**config.mk**
```make
export PLATFORM = sky130hd
export DESIGN_NAME = cla_pipe_adder
export DESIGN_NICKNAME = d
export VERILOG_FILES = /design/src/rtl/cla_pipe_adder.sv
export SDC_FILE = /design/constraint.sdc
export NUM_CORES = 1
export LEC_CHECK = 0
export BUFFER_PORTS_ARGS = -buffer_cell sky130_fd_sc_hd__buf_2
export CORE_ASPECT_RATIO = 1.1
export CORE_UTILIZATION = 35
export DETAILED_ROUTE_END_ITERATION = 8
export PLACE_DENSITY_LB_ADDON = 0.25
export SYNTH_ARGS = -nofsm -noshare
export SYNTH_HDL_FRONTEND = slang
export SYNTH_SLANG_ARGS = --single-unit
```
**constraint.sdc**
```tcl
create_clock -name clk -period 4.6 [get_ports clk]
set_input_delay 0.92 -clock clk [delete_from_list [all_inputs] [get_ports clk]]
set_output_delay 0.92 -clock clk [all_outputs]
set_load 0.05 [all_outputs]
```
**src/rtl/cla_pipe_adder.sv**
```systemverilog
// cla_pipe_adder -- pipelined carry-lookahead adder/subtractor.
//
// The WIDTH-bit datapath is cut into 16-bit carry-lookahead slices, one slice
// per pipeline stage. The carry out of each slice is registered and consumed
// by the next stage. Upper operand bits travel forward with the partial sum.
// Latency is NSLICE cycles and throughput is one operation per cycle. A
// single global stall freezes every stage while the output is blocked.
//
// Ports:
//   clk        rising-edge clock
//   rst        synchronous, active-high reset
//   in_valid   operands valid this cycle
//   in_ready   block can accept operands this cycle (low only while stalled)
//   a, b       WIDTH-bit operands
//   cin        carry-in, used in add mode only
//   sub        0: a + b + cin   1: a - b, computed as a + ~b + 1
//   out_valid  result valid
//   out_ready  consumer accepts the result
//   sum        WIDTH-bit result, modulo 2^WIDTH
//   cout       carry out of the MSB (in sub mode, 1 means no borrow)
//   ovf        signed overflow: carry into MSB xor carry out of MSB
//   zero       sum == 0
//
// WIDTH must be a multiple of 16 and at least 16.

module cla_pipe_adder #(
  parameter int WIDTH  = 32,
  parameter int NSLICE = WIDTH / 16
) (
  input  logic             clk,
  input  logic             rst,
  input  logic             in_valid,
  output logic             in_ready,
  input  logic [WIDTH-1:0] a,
  input  logic [WIDTH-1:0] b,
  input  logic             cin,
  input  logic             sub,
  output logic             out_valid,
  input  logic             out_ready,
  output logic [WIDTH-1:0] sum,
  output logic             cout,
  output logic             ovf,
  output logic             zero
);

  // 16-bit CLA. It uses four 4-bit lookahead groups and a group-level carry
  // generator. Every carry is a flat sum of products, so no carry ripples.
  // The result is {carry_out, sum[15:0]}.
  function automatic logic [16:0] cla16(input logic [15:0] x,
                                        input logic [15:0] y,
                                        input logic        c);
    logic [15:0] p, g, cc;
    logic [3:0]  gp, gg;
    logic [4:0]  gc;
    int          base;
    p = x ^ y;
    g = x & y;
    for (int j = 0; j < 4; j++) begin
      base  = 4 * j;
      gp[j] = &p[base +: 4];
      gg[j] = g[base+3]
            | (p[base+3] & g[base+2])
            | (p[base+3] & p[base+2] & g[base+1])
            | (p[base+3] & p[base+2] & p[base+1] & g[base]);
    end
    gc[0] = c;
    gc[1] = gg[0] | (gp[0] & c);
    gc[2] = gg[1] | (gp[1] & gg[0]) | (gp[1] & gp[0] & c);
    gc[3] = gg[2] | (gp[2] & gg[1]) | (gp[2] & gp[1] & gg[0])
          | (gp[2] & gp[1] & gp[0] & c);
    gc[4] = gg[3] | (gp[3] & gg[2]) | (gp[3] & gp[2] & gg[1])
          | (gp[3] & gp[2] & gp[1] & gg[0])
          | (gp[3] & gp[2] & gp[1] & gp[0] & c);
    for (int j = 0; j < 4; j++) begin
      base         = 4 * j;
      cc[base]     = gc[j];
      cc[base + 1] = g[base] | (p[base] & gc[j]);
      cc[base + 2] = g[base+1] | (p[base+1] & g[base])
                   | (p[base+1] & p[base] & gc[j]);
      cc[base + 3] = g[base+2] | (p[base+2] & g[base+1])
                   | (p[base+2] & p[base+1] & g[base])
                   | (p[base+2] & p[base+1] & p[base] & gc[j]);
    end
    return {gc[4], p ^ cc};
  endfunction

  logic             stall;
  logic             adv;
  logic [WIDTH-1:0] b_eff;
  logic             c0;

  // This is a global stall. Bubbles are not squeezed out, so a blocked
  // output freezes the whole pipe.
  assign stall    = out_valid & ~out_ready;
  assign adv      = ~stall;
  assign in_ready = ~stall;

  // Subtraction is done as a + ~b + 1. The caller's cin is ignored here.
  assign b_eff = sub ? ~b : b;
  assign c0    = sub | cin;

  for (genvar k = 0; k < NSLICE; k++) begin : g_stage
    // LO is the number of low sum bits that are complete after this stage.
    localparam int LO = 16 * (k + 1);

    logic [15:0]   xa, xb;
    logic          xc, xv;
    logic [16:0]   r;
    logic [LO-1:0] s_n;
    logic [LO-1:0] s_q;
    logic          c_q;
    logic          v_q;

    if (k == 0) begin : g_in
      assign xa  = a[15:0];
      assign xb  = b_eff[15:0];
      assign xc  = c0;
      assign xv  = in_valid;
      assign s_n = r[15:0];
    end else begin : g_in
      assign xa  = g_stage[k-1].g_fwd.a_q[16*k +: 16];
      assign xb  = g_stage[k-1].g_fwd.b_q[16*k +: 16];
      assign xc  = g_stage[k-1].c_q;
      assign xv  = g_stage[k-1].v_q;
      assign s_n = {r[15:0], g_stage[k-1].s_q};
    end

    assign r = cla16(xa, xb, xc);

    always_ff @(posedge clk) begin
      if (rst) begin
        v_q <= 1'b0;
        c_q <= 1'b0;
        s_q <= '0;
      end else if (adv) begin
        v_q <= xv;
        c_q <= r[16];
        s_q <= s_n;
      end
    end

    if (k < NSLICE - 1) begin : g_fwd
      // These are the operand bits that later stages still need.
      logic [WIDTH-1:LO] fa, fb;
      logic [WIDTH-1:LO] a_q, b_q;

      if (k == 0) begin : g_src
        assign fa = a[WIDTH-1:16];
        assign fb = b_eff[WIDTH-1:16];
      end else begin : g_src
        assign fa = g_stage[k-1].g_fwd.a_q[WIDTH-1:LO];
        assign fb = g_stage[k-1].g_fwd.b_q[WIDTH-1:LO];
      end

      always_ff @(posedge clk) begin
        if (rst) begin
          a_q <= '0;
          b_q <= '0;
        end else if (adv) begin
          a_q <= fa;
          b_q <= fb;
        end
      end
    end else begin : g_last
      logic c15;
      logic ovf_q;
      logic zero_q;

      // Carry into bit 15 of the last slice is recovered from that bit's
      // sum and operands, because s = x ^ y ^ c at every bit position.
      assign c15 = r[15] ^ xa[15] ^ xb[15];

      always_ff @(posedge clk) begin
        if (rst) begin
          ovf_q  <= 1'b0;
          zero_q <= 1'b0;
        end else if (adv) begin
          ovf_q  <= c15 ^ r[16];
          zero_q <= (s_n == '0);
        end
      end
    end
  end

  assign out_valid = g_stage[NSLICE-1].v_q;
  assign sum       = g_stage[NSLICE-1].s_q;
  assign cout      = g_stage[NSLICE-1].c_q;
  assign ovf       = g_stage[NSLICE-1].g_last.ovf_q;
  assign zero      = g_stage[NSLICE-1].g_last.zero_q;

endmodule

```
==> results of run 1 <==
path summary, 6_finish.rpt:
path / cells past startpoint / from / endpoint
setup / recovery: 14 / g_stage[0].g_fwd.a_q[16]$_SDFFE_PP0N_ / zero$_SDFFE_PP0N_
hold / removal: 2 / sum[5]$_SDFFE_PP0N_ / sum[5]$_SDFFE_PP0N_
setup reg to reg: 14 / g_stage[0].g_fwd.a_q[16]$_SDFFE_PP0N_ / zero$_SDFFE_PP0N_
hold reg to reg: 2 / sum[5]$_SDFFE_PP0N_ / sum[5]$_SDFFE_PP0N_
cells in the mapped netlist, drive strengths merged, types with 8 or more instances:
master    n
xnor2    30
dfxtp    86
ha       32
a211oi   28
nor2     40
inv      21
clkbuf   27
fa        8
xor2     28
nand2   113
a21o      9
a21oi    75
flip-flops by register name (all words and copies together) (netlist names):
name and count:
ovf 1, g_stage.g_fwd.b_q 16, zero 1, g_stage.g_fwd.a_q 16, cout 1, g_stage.v_q 1
sum 32, g_stage.c_q 1, out_valid 1, g_stage.s_q 16
power groups by stage:
stage / sequential, uW / clock, uW / combinational, uW
floorplan: 1020 / 0 / 339
global placement: 908 / 0 / 612
detailed placement: 911 / 0 / 626
CTS: 895 / 800 / 629
global route: 904 / 840 / 686
finish: 894 / 786 / 623
cells by family (layout without fill, tap and decap cells):
kind of cell | after synthesis | after routing | synth area share, %
DFF | 86 | 86 | 37.21
and+or+nand+nor | 187 | 187 | 17.14
buffers and inverters | 53 | 148 | 4.327
AOI/OAI and AO/OA | 136 | 136 | 18.23
xor gates and xnor gates | 58 | 58 | 10.98
adders and majority gates | 40 | 40 | 12.11
layer usage:
metal	vias up	global-route usage, %
met5	-	0
met4	0	5.574
met3	10	4.148
met2	80	28.96
met1	1838	21.59
li1	2078	-
metrics by stage:
step,std cells,total power [uW]
after CTS,812,2325
after global placement,796,1520
after global routing,812,2430
after detailed placement,796,1537
after floorplan,560,1362
final,812,2303
worst reg2reg max path, cell delays in order (launching register included):
cell and delay, ps:
dfxtp_1 340, ha_1 330, a211oi_2 220, nor2_1 120, or2_4 250, a21oi_2 150, inv_2 60, fa_1 370
xnor2_1 320, nand4_1 190, nor3_1 200, nand4b_1 130, a311o_1 320, or4b_1 530, o21ai_1 130
layout make-up:
type / instances / area, sq um
timing repair buffer: 111 / 568.0
inverter: 21 / 78.83
fill: 1295 / 7149
multi-input combinational: 421 / 2713
sequential: 86 / 1722
clock inverter: 6 / 85.08
clock buffer: 10 / 239.0
tap: 157 / 196.4
==> results_dict.tcl, run 1 <==
set metrics [dict create \
    startpoint_type "flip-flop" \
    dpl-instance-area_sq_um 5278 \
    postCtsHoldBufs 0 \
    seq_area_frac_synth_pct 37.21 \
    holdWs_ps 446.4 \
    synthArstFlopShare_pct 0 \
    powerDensity_nw_per_um2 411.1 \
    critical-path-max-stage-delay_ps 530 \
    tightest_slew_ps 880.1 \
    rows 43 \
    crit_required_ps 4880 \
    setup_viol 0 \
    wl_met1_um 5252 \
    critPathArrivalTime_ps 3980 \
    setup_total_negative_slack_ps 0 \
    crit_fanout 4 \
    utilization_pct 43.93 \
    clock_latency_ps 340 \
    wl_met2_um 5246 \
    power.internal_uw 1553 \
    cts_resized 0 \
    violations "design-rule violations" \
    grt_max_degree 86 \
    finalClockSkew_ps 6.886 \
    hold_violations 0 \
    synth_area_leaders "dfxtp_1, nand2_1, ha_1, a21oi_1, xnor2_1" \
    finalWorstPathRequiredPeriod_ps 3704 \
    most-common-layout-cells "nand2_1, buf_2, dfxtp_1, a21oi_1, nor2_1" \
    cts_tree "done" \
    cts_buffer_depth 2 \
    antenna_found_initial 0 \
    slowest_stage "or4b_1" \
    clk_pin_slew_ps 60 \
    vias 4006 \
    overflow 0 \
    cts_root_buf "clkbuf_16" \
    max-vdd-ir-drop_mv 0.1704 \
    io_buffers 106 \
    path_cells "ha_1 > a211oi_2 > nor2_1 > or2_4 > a21oi_2 > inv_2 > fa_1 > xnor2_1 > nand4_1 > nor3_1 > nand4b_1 > a311o_1 > or4b_1 > o21ai_1" \
    post_cts_buffers 0 \
    crit_path_end_kind "flip-flop" \
    drc 7 \
    dieArea_sq_um 13680 \
    drive_above_1_share_pct 21.53 \
    place_ws_ps 804.8 \
    synth_ff_type "dfxtp_1" \
    drt-initial-drc-count 245 \
    synth-seq-cells 86 \
    gp_congestion 0.8561 \
    ys_warn_count 0 \
    cts_buffers 9 \
    critPathBufInv 1 \
    area_delta_synth_final_pct 21.07 \
    synth_edf_count 0 \
    swShare_pct 32.58 \
    crit_family "simple AND/OR/NAND/NOR gates" \
    layout_commonest_cell "nand2_1" \
    fmax_ghz 0.2700 \
    fin_crit_sh_pct 80.53 \
    grt_usage_pct 17.17 \
    core-area_sq_um 12750 \
    syn_nets 670 \
    viasPerCell 4.933 \
    grt_pass1_vias 3965 \
    slew-limit-headroom_pct 41.33 \
    die_w_um 111.6 \
    p_switching_uw 750.3 \
    grt_first_pass_wirelength_um 18620 \
    critical_path_class "flip-flop to flip-flop" \
    p_leak_uw 0.002614 \
    synth.top_cell.area_share_pct 37.21 \
    fin_area_sq_um 5602 \
    rsz0062_at_grt "no" \
    postSynthAreaPerCell_sq_um 8.262 \
    die_h_um 122.6 \
    antenna_cells 0 \
    synth_area_leader_cell "dfxtp_1" \
    drv_cap 0 \
    highest_layer "met4" \
    firstDrtPassIters 6 \
    fin_ws_ps 895.6 \
    syn_inst 560 \
    ff2ff_setup_slack_ps 900 \
    clockPowerShare_pct 34.1 \
    yosysUniqueCellTypes 46 \
    hold_path_class "flip-flop to flip-flop" \
    htree_levels 3 \
    hpwl_um 8409 \
    clock-sinks 86 \
    finalMaxSlewViolations 0 \
    met3_length_um 474 \
    combPwrFrac_pct 27.1 \
    outcome "finished, violations left" \
    postRouteAntennaNets 0 \
    nets 760 \
    drt_wl_total_um 11130 \
    start_util_pct 36.29 \
    num_io_pins 107 \
    synthesis.area_sq_um 4627 \
    p_seq_share_pct 38.8 \
    wl_per_cell_um 13.71 \
]
(Power assumes the default switching activity.)
==> run 2, diff against run 1 <==
Clock period 4.6 ns to 3.4 ns, I/O delays scaled along.
==> run 2 against run 1 <==
Compared with the run above: first-iteration DRC count decreased by 7.3%; wire length increased by 4.3%; the flow still finishes with violations (design-rule violations); worst hold slack improved by 2.9 ps; largest cell class unchanged; sequential share of layout area decreased by 1.4 points; cell count increased by 2.6%; non-clock buffer count increased by 22; critical endpoint unchanged; critical path type unchanged; highest routed layer unchanged.
==> results_dict.tcl, run 2 (same netlist as run 1, synthesis figures left out) <==
set metrics [dict create \
    outcome "finished, violations left" \
    violations "design-rule violations" \
    startpoint_type "flip-flop" \
    drv_cap 0 \
    crit_start "g_stage[0].g_fwd.a_q[17]$_SDFFE_PP0N_" \
    drive_above_1_share_pct 26.92 \
    io_buffers 106 \
    nets 782 \
    core-area_sq_um 12750 \
    most-common-layout-cells "nand2_1, buf_2, dfxtp_1, a21oi_1, nor2_1" \
    tightest_slew_ps 978.5 \
    die_w_um 111.6 \
    fin_crit_sh_pct 96.38 \
    layout_commonest_cell "nand2_1" \
    clockPowerShare_pct 33.3 \
    dpl-instance-area_sq_um 5425 \
    drt-initial-drc-count 227 \
    area_delta_synth_final_pct 27.34 \
    start_util_pct 36.29 \
    path_cells "ha_1 > o21ai_2 > nor2_2 > buf_4 > a21boi_2 > nand2_2 > a21o_1 > fa_1 > nand4b_1 > nor3_2 > nand4b_1 > a311o_1 > or4b_1 > o21ai_1" \
    fin_area_sq_um 5892 \
    crit_required_ps 3670 \
    crit_fanout 3 \
    postCtsHoldBufs 0 \
    crit_path_end_kind "flip-flop" \
    power.internal_uw 2161 \
    powerDensity_nw_per_um2 539.8 \
    p_seq_share_pct 38.2 \
    p_switching_uw 1019 \
    crit_family "simple AND/OR/NAND/NOR gates" \
    swShare_pct 32.05 \
    hold_start "sum[6]$_SDFFE_PP0N_" \
    drt_wl_total_um 11610 \
    critPathMostFrequentCell "nand4b_1" \
    dieArea_sq_um 13680 \
    viasPerCell 4.911 \
    utilization_pct 46.21 \
    grt_first_pass_wirelength_um 18940 \
    rows 43 \
    max-vdd-ir-drop_mv 0.2364 \
    grt_usage_pct 17.47 \
    critPathBufInv 1 \
    wl_per_cell_um 13.94 \
    die_h_um 122.6 \
    finalClockSkew_ps 5.845 \
    cts_buffers 9 \
    gp_congestion 0.8079 \
    antenna_cells 0 \
    finalMaxSlewViolations 0 \
    fillers 1248 \
    critical_path_class "flip-flop to flip-flop" \
    drc 6 \
    largest_reg_flops 32 \
    finalWorstPathRequiredPeriod_ps 3277 \
    critical-path-max-stage-delay_ps 480 \
    vias 4091 \
    antenna_found_initial 0 \
    combPwrFrac_pct 28.5 \
    hold_violations 0 \
    slowest_stage "or4b_1" \
    num_io_pins 107 \
    fmax_ghz 0.3052 \
    postRouteAntennaNets 0 \
    grt_pass1_vias 3985 \
    hold_path_class "flip-flop to flip-flop" \
    critPathArrivalTime_ps 3540 \
    grt_max_degree 104 \
    hpwl_um 8640 \
    htree_levels 3 \
    clk_pin_slew_ps 60 \
    rsz0062_at_grt "yes" \
    cts_tree "done" \
    r2r-start "g_stage[0].g_fwd.a_q[17]$_SDFFE_PP0N_" \
    setup_viol 0 \
    cts_buffer_depth 2 \
    clock_latency_ps 340 \
    p_leak_uw 0.002735 \
    firstDrtPassIters 9 \
    overflow 0 \
    cts_root_buf "clkbuf_16" \
    clock-sinks 86 \
    slew-limit-headroom_pct 34.77 \
]
==> run 2: cell count changes in the layout (fill, tap and decap cells not counted), sizes merged <==
cell,previous run,this run
buf,111,133
clkinvlp,2,0
clkbuf,10,11
==> run 2: worst reg2reg max path, delay by kind of cell (launching register included) <==
kind            cells  cell delay (ps)
compound gates      5              890
simple gates        6             1100
fa+ha+maj           2              770
flops               1              310
buf+inv             1              140
==> run 2: power groups by stage <==
stage	combinational (uW)	sequential, uW	clock, uW
2_1_floorplan	460	1380	0
3_3_place_gp	871	1230	0
3_5_place_dp	885	1230	0
4_1_cts	903	1210	1080
5_1_grt	993	1230	1120
6_report	906	1220	1060
==> run 2: path summary, 6_finish.rpt <==
kind | cells after the start | to | slack [ps]
setup / recovery | 14 | zero$_SDFFE_PP0N_ | 120
hold / removal | 2 | sum[6]$_SDFFE_PP0N_ | 450
setup reg to reg | 14 | zero$_SDFFE_PP0N_ | 120
hold reg to reg | 2 | sum[6]$_SDFFE_PP0N_ | 450
==> run 2: through the flow <==
step / TNS, ps / total power (uW) / std cells / worst slack (ps) / hold WS [ps]
floorplan: 0 / 1843 / 560 / 33.29 / 432.2
global placement: -17.53 / 2096 / 814 / -17.53 / 436.7
detailed placement: -173.5 / 2114 / 814 / -173.5 / 444.7
CTS: 0 / 3194 / 832 / 3.756 / 453.1
global route: -31.17 / 3348 / 833 / -31.17 / 470.3
finish: 0 / 3181 / 833 / 123.1 / 449.3
==> run 2: routing by layer <==
layer / share of wire, % / GRT usage [%] / vias to the layer above
li1: - / - / 2124
met1: 47 / 22.39 / 1881
met2: 48 / 29.08 / 78
met3: 4.6 / 3.852 / 8
met4: 0.98 / 5.912 / 0
met5: 0 / 0 / -
==> run 2: layout make-up <==
type	instances	area [sq um]	share of cell area (%)
clock buffers	11	252.7	4.290
flip-flops and latches	86	1730	29.37
repair buffers	133	745.7	12.66
clock inverters	4	70.07	1.189
inverters	21	78.83	1.338
well taps	157	196.4	3.334
multi-input cells	421	2818	47.82
==> run 2: timing repair <==
action                     CTS  global route
setup endpoints to repair    1             1
gates resized for setup     12             9
pin swaps                   15             6
setup buffers                3             1
==> run 3, diff against run 2 <==
Settings changed: GPL_TIMING_DRIVEN set to 0.
==> run 3 against run 2 <==
Compared with the run above: the run ends with design-rule violations, negative setup slack left; design area is 0.68% lower; global-route usage is 1.8 points higher; critical path depth stayed put; worst hold slack worse by 2.5 ps; sequential cell count stayed put; fmax is 4.1% lower; first-iteration DRC count is 5.7% lower; clock power hardly changed; largest power group unchanged.
==> results_dict.tcl, run 3 (same netlist as run 1, synthesis figures left out) <==
set metrics [dict create \
    outcome "finished, violations left" \
    violations "design-rule violations, negative setup slack" \
    htree_levels 3 \
    crit_fanout 3 \
    grt_usage_pct 19.27 \
    p_leak_uw 0.002673 \
    core-area_sq_um 12750 \
    most-common-layout-cells "nand2_1, buf_2, dfxtp_1, a21oi_1, nor2_1" \
    regArea_sq_um 1737 \
    grt_first_pass_wirelength_um 20480 \
    max-vdd-ir-drop_mv 0.2651 \
    rr_endpoint "zero$_SDFFE_PP0N_" \
    drive_above_1_share_pct 23.72 \
    fillers 1275 \
    num_io_pins 107 \
    cts_root_buf "clkbuf_16" \
    die_w_um 111.6 \
    r2r_cells 14 \
    cts_tree "done" \
    clock_latency_ps 340 \
    dieArea_sq_um 13680 \
    finalWorstPathRequiredPeriod_ps 3415 \
    dp.cells 822 \
    powerDensity_nw_per_um2 545.3 \
    vias 4214 \
    grt_pass1_vias 4163 \
    drc 6 \
    viasPerCell 5.017 \
    min_path_cells 2 \
    r2r-start "g_stage[0].g_fwd.a_q[17]$_SDFFE_PP0N_" \
    fin_ws_ps -15.47 \
    slew-limit-headroom_pct 52.10 \
    layout_commonest_cell "nand2_1" \
    fin_crit_sh_pct 100.5 \
    antenna_cells 0 \
    wl_per_cell_um 15.18 \
    clk_pin_slew_ps 60 \
    grt_max_degree 20 \
    rsz0062_at_grt "yes" \
    min_to "sum[19]$_SDFFE_PP0N_" \
    critical_path_class "flip-flop to flip-flop" \
    hpwl_um 9937 \
    area_delta_synth_final_pct 26.47 \
    clock-sinks 86 \
    cts_buffer_depth 2 \
    final_cells 840 \
    fmax_ghz 0.2928 \
    nets 789 \
    multi_input_area_sq_um 2825 \
    drt-initial-drc-count 214 \
    io_buffers 105 \
    largest_reg_flops 32 \
    finalClockSkew_ps 6.986 \
    tightest_slew_ps 718.5 \
    critPathArrivalTime_ps 3700 \
    finalMaxSlewViolations 0 \
    antenna_found_initial 0 \
    drv_cap 0 \
    startpoint_type "flip-flop" \
    ff2ff_setup_slack_ps -20 \
    start_util_pct 36.29 \
    cts_buffers 9 \
    drt_wl_total_um 12750 \
    overflow 0 \
    hold_violations 0 \
    postRouteAntennaNets 0 \
    setup_viol 1 \
    die_h_um 122.6 \
    firstDrtPassIters 8 \
    crit_required_ps 3680 \
    rows 43 \
    gp_congestion 0.8251 \
    holdWs_ps 446.8 \
    crit_path_end_kind "flip-flop" \
    hold_path_class "flip-flop to flip-flop" \
    hold_start "sum[19]$_SDFFE_PP0N_" \
    crit_start "g_stage[0].g_fwd.a_q[17]$_SDFFE_PP0N_" \
]
[run 3: cell types whose count changed in the layout (fill, tap and decap cells not counted), moves of 2 or more]
| cell | change |
|---|---|
| buf_1 | +2 |
| dfxtp_4 | +2 |
| buf_4 | -22 |
| clkbuf_1 | +27 |
[run 3: layer usage]
layer | track usage, % | part of all wire [%] | up-vias
met5 | 0 | 0 | -
met1 | 23.92 | 45 | 1959
met2 | 32.22 | 47 | 101
met3 | 4.444 | 5.4 | 22
li1 | - | - | 2132
met4 | 8.024 | 2.3 | 0
[run 3: worst max path at each step]
| stage | cells past startpoint | to | slack (ps) |
|---|---|---|---|
| CTS | 14 | zero$_SDFFE_PP0N_ | -30 |
| detailed placement | 15 | g_stage[0].s_q[13]$_SDFFE_PP0N_ | -450 |
| global route | 14 | zero$_SDFFE_PP0N_ | -90 |
| global placement | 15 | g_stage[0].s_q[13]$_SDFFE_PP0N_ | -370 |
| floorplan | 15 | g_stage[0].s_q[13]$_SDFFE_PP0N_ | 30 |
| finish | 14 | zero$_SDFFE_PP0N_ | -20 |
[run 3: critical path, cell delays in order (launching register included)]
cell      delay [ps]
dfxtp_1          400
ha_4             240
o21ai_1          140
nor2_2            90
or2_4            240
a21oi_2          140
inv_2             70
fa_2             400
xnor2_2          200
nand4_1          150
nor3_2           220
nand4b_1         140
a311o_1          290
or4b_4           530
o21ai_2          110
[run 3: where the power goes]
group,switching [uW],internal [uW],total (uW)
registers,89.4,1130,1220
logic,561,336,898
clock network,399,677,1080
[run 3: what timing repair did]
action | CTS | global route
resized for setup | 27 | 6
hold buffers | 0 | 0
setup buffers | 4 | 0
pin swaps | 13 | 5
endpoints found under the hold margin | 0 | 0
cloned | 0 | 0
endpoints found under the setup margin | 4 | 4
[run 3: cell type report]
cell class,instances,share of cell area [%]
plain buffers,31,2.331
inverters,21,1.347
clock inverters,4,1.197
clock buffers,11,4.319
repair buffers,109,9.493
multi-input cells,421,48.28
well taps,157,3.357
flip-flops and latches,86,29.68
[run 3: metrics by stage]
stage / util (%) / setup slack (ps) / setup TNS [ps] / power (uW) / instance area [sq um]
after floorplan: - / 33.29 / 0 / 1843 / 4634
after global placement: 42.01 / -369.2 / -1833 / 2074 / 5356
after detailed placement: 42.01 / -449.9 / -2631 / 2097 / 5356
after CTS: 45.71 / -34.65 / -34.65 / 3197 / 5828
after global routing: 45.89 / -87.80 / -87.80 / 3335 / 5852
final: 45.89 / -15.47 / -15.47 / 3191 / 5852
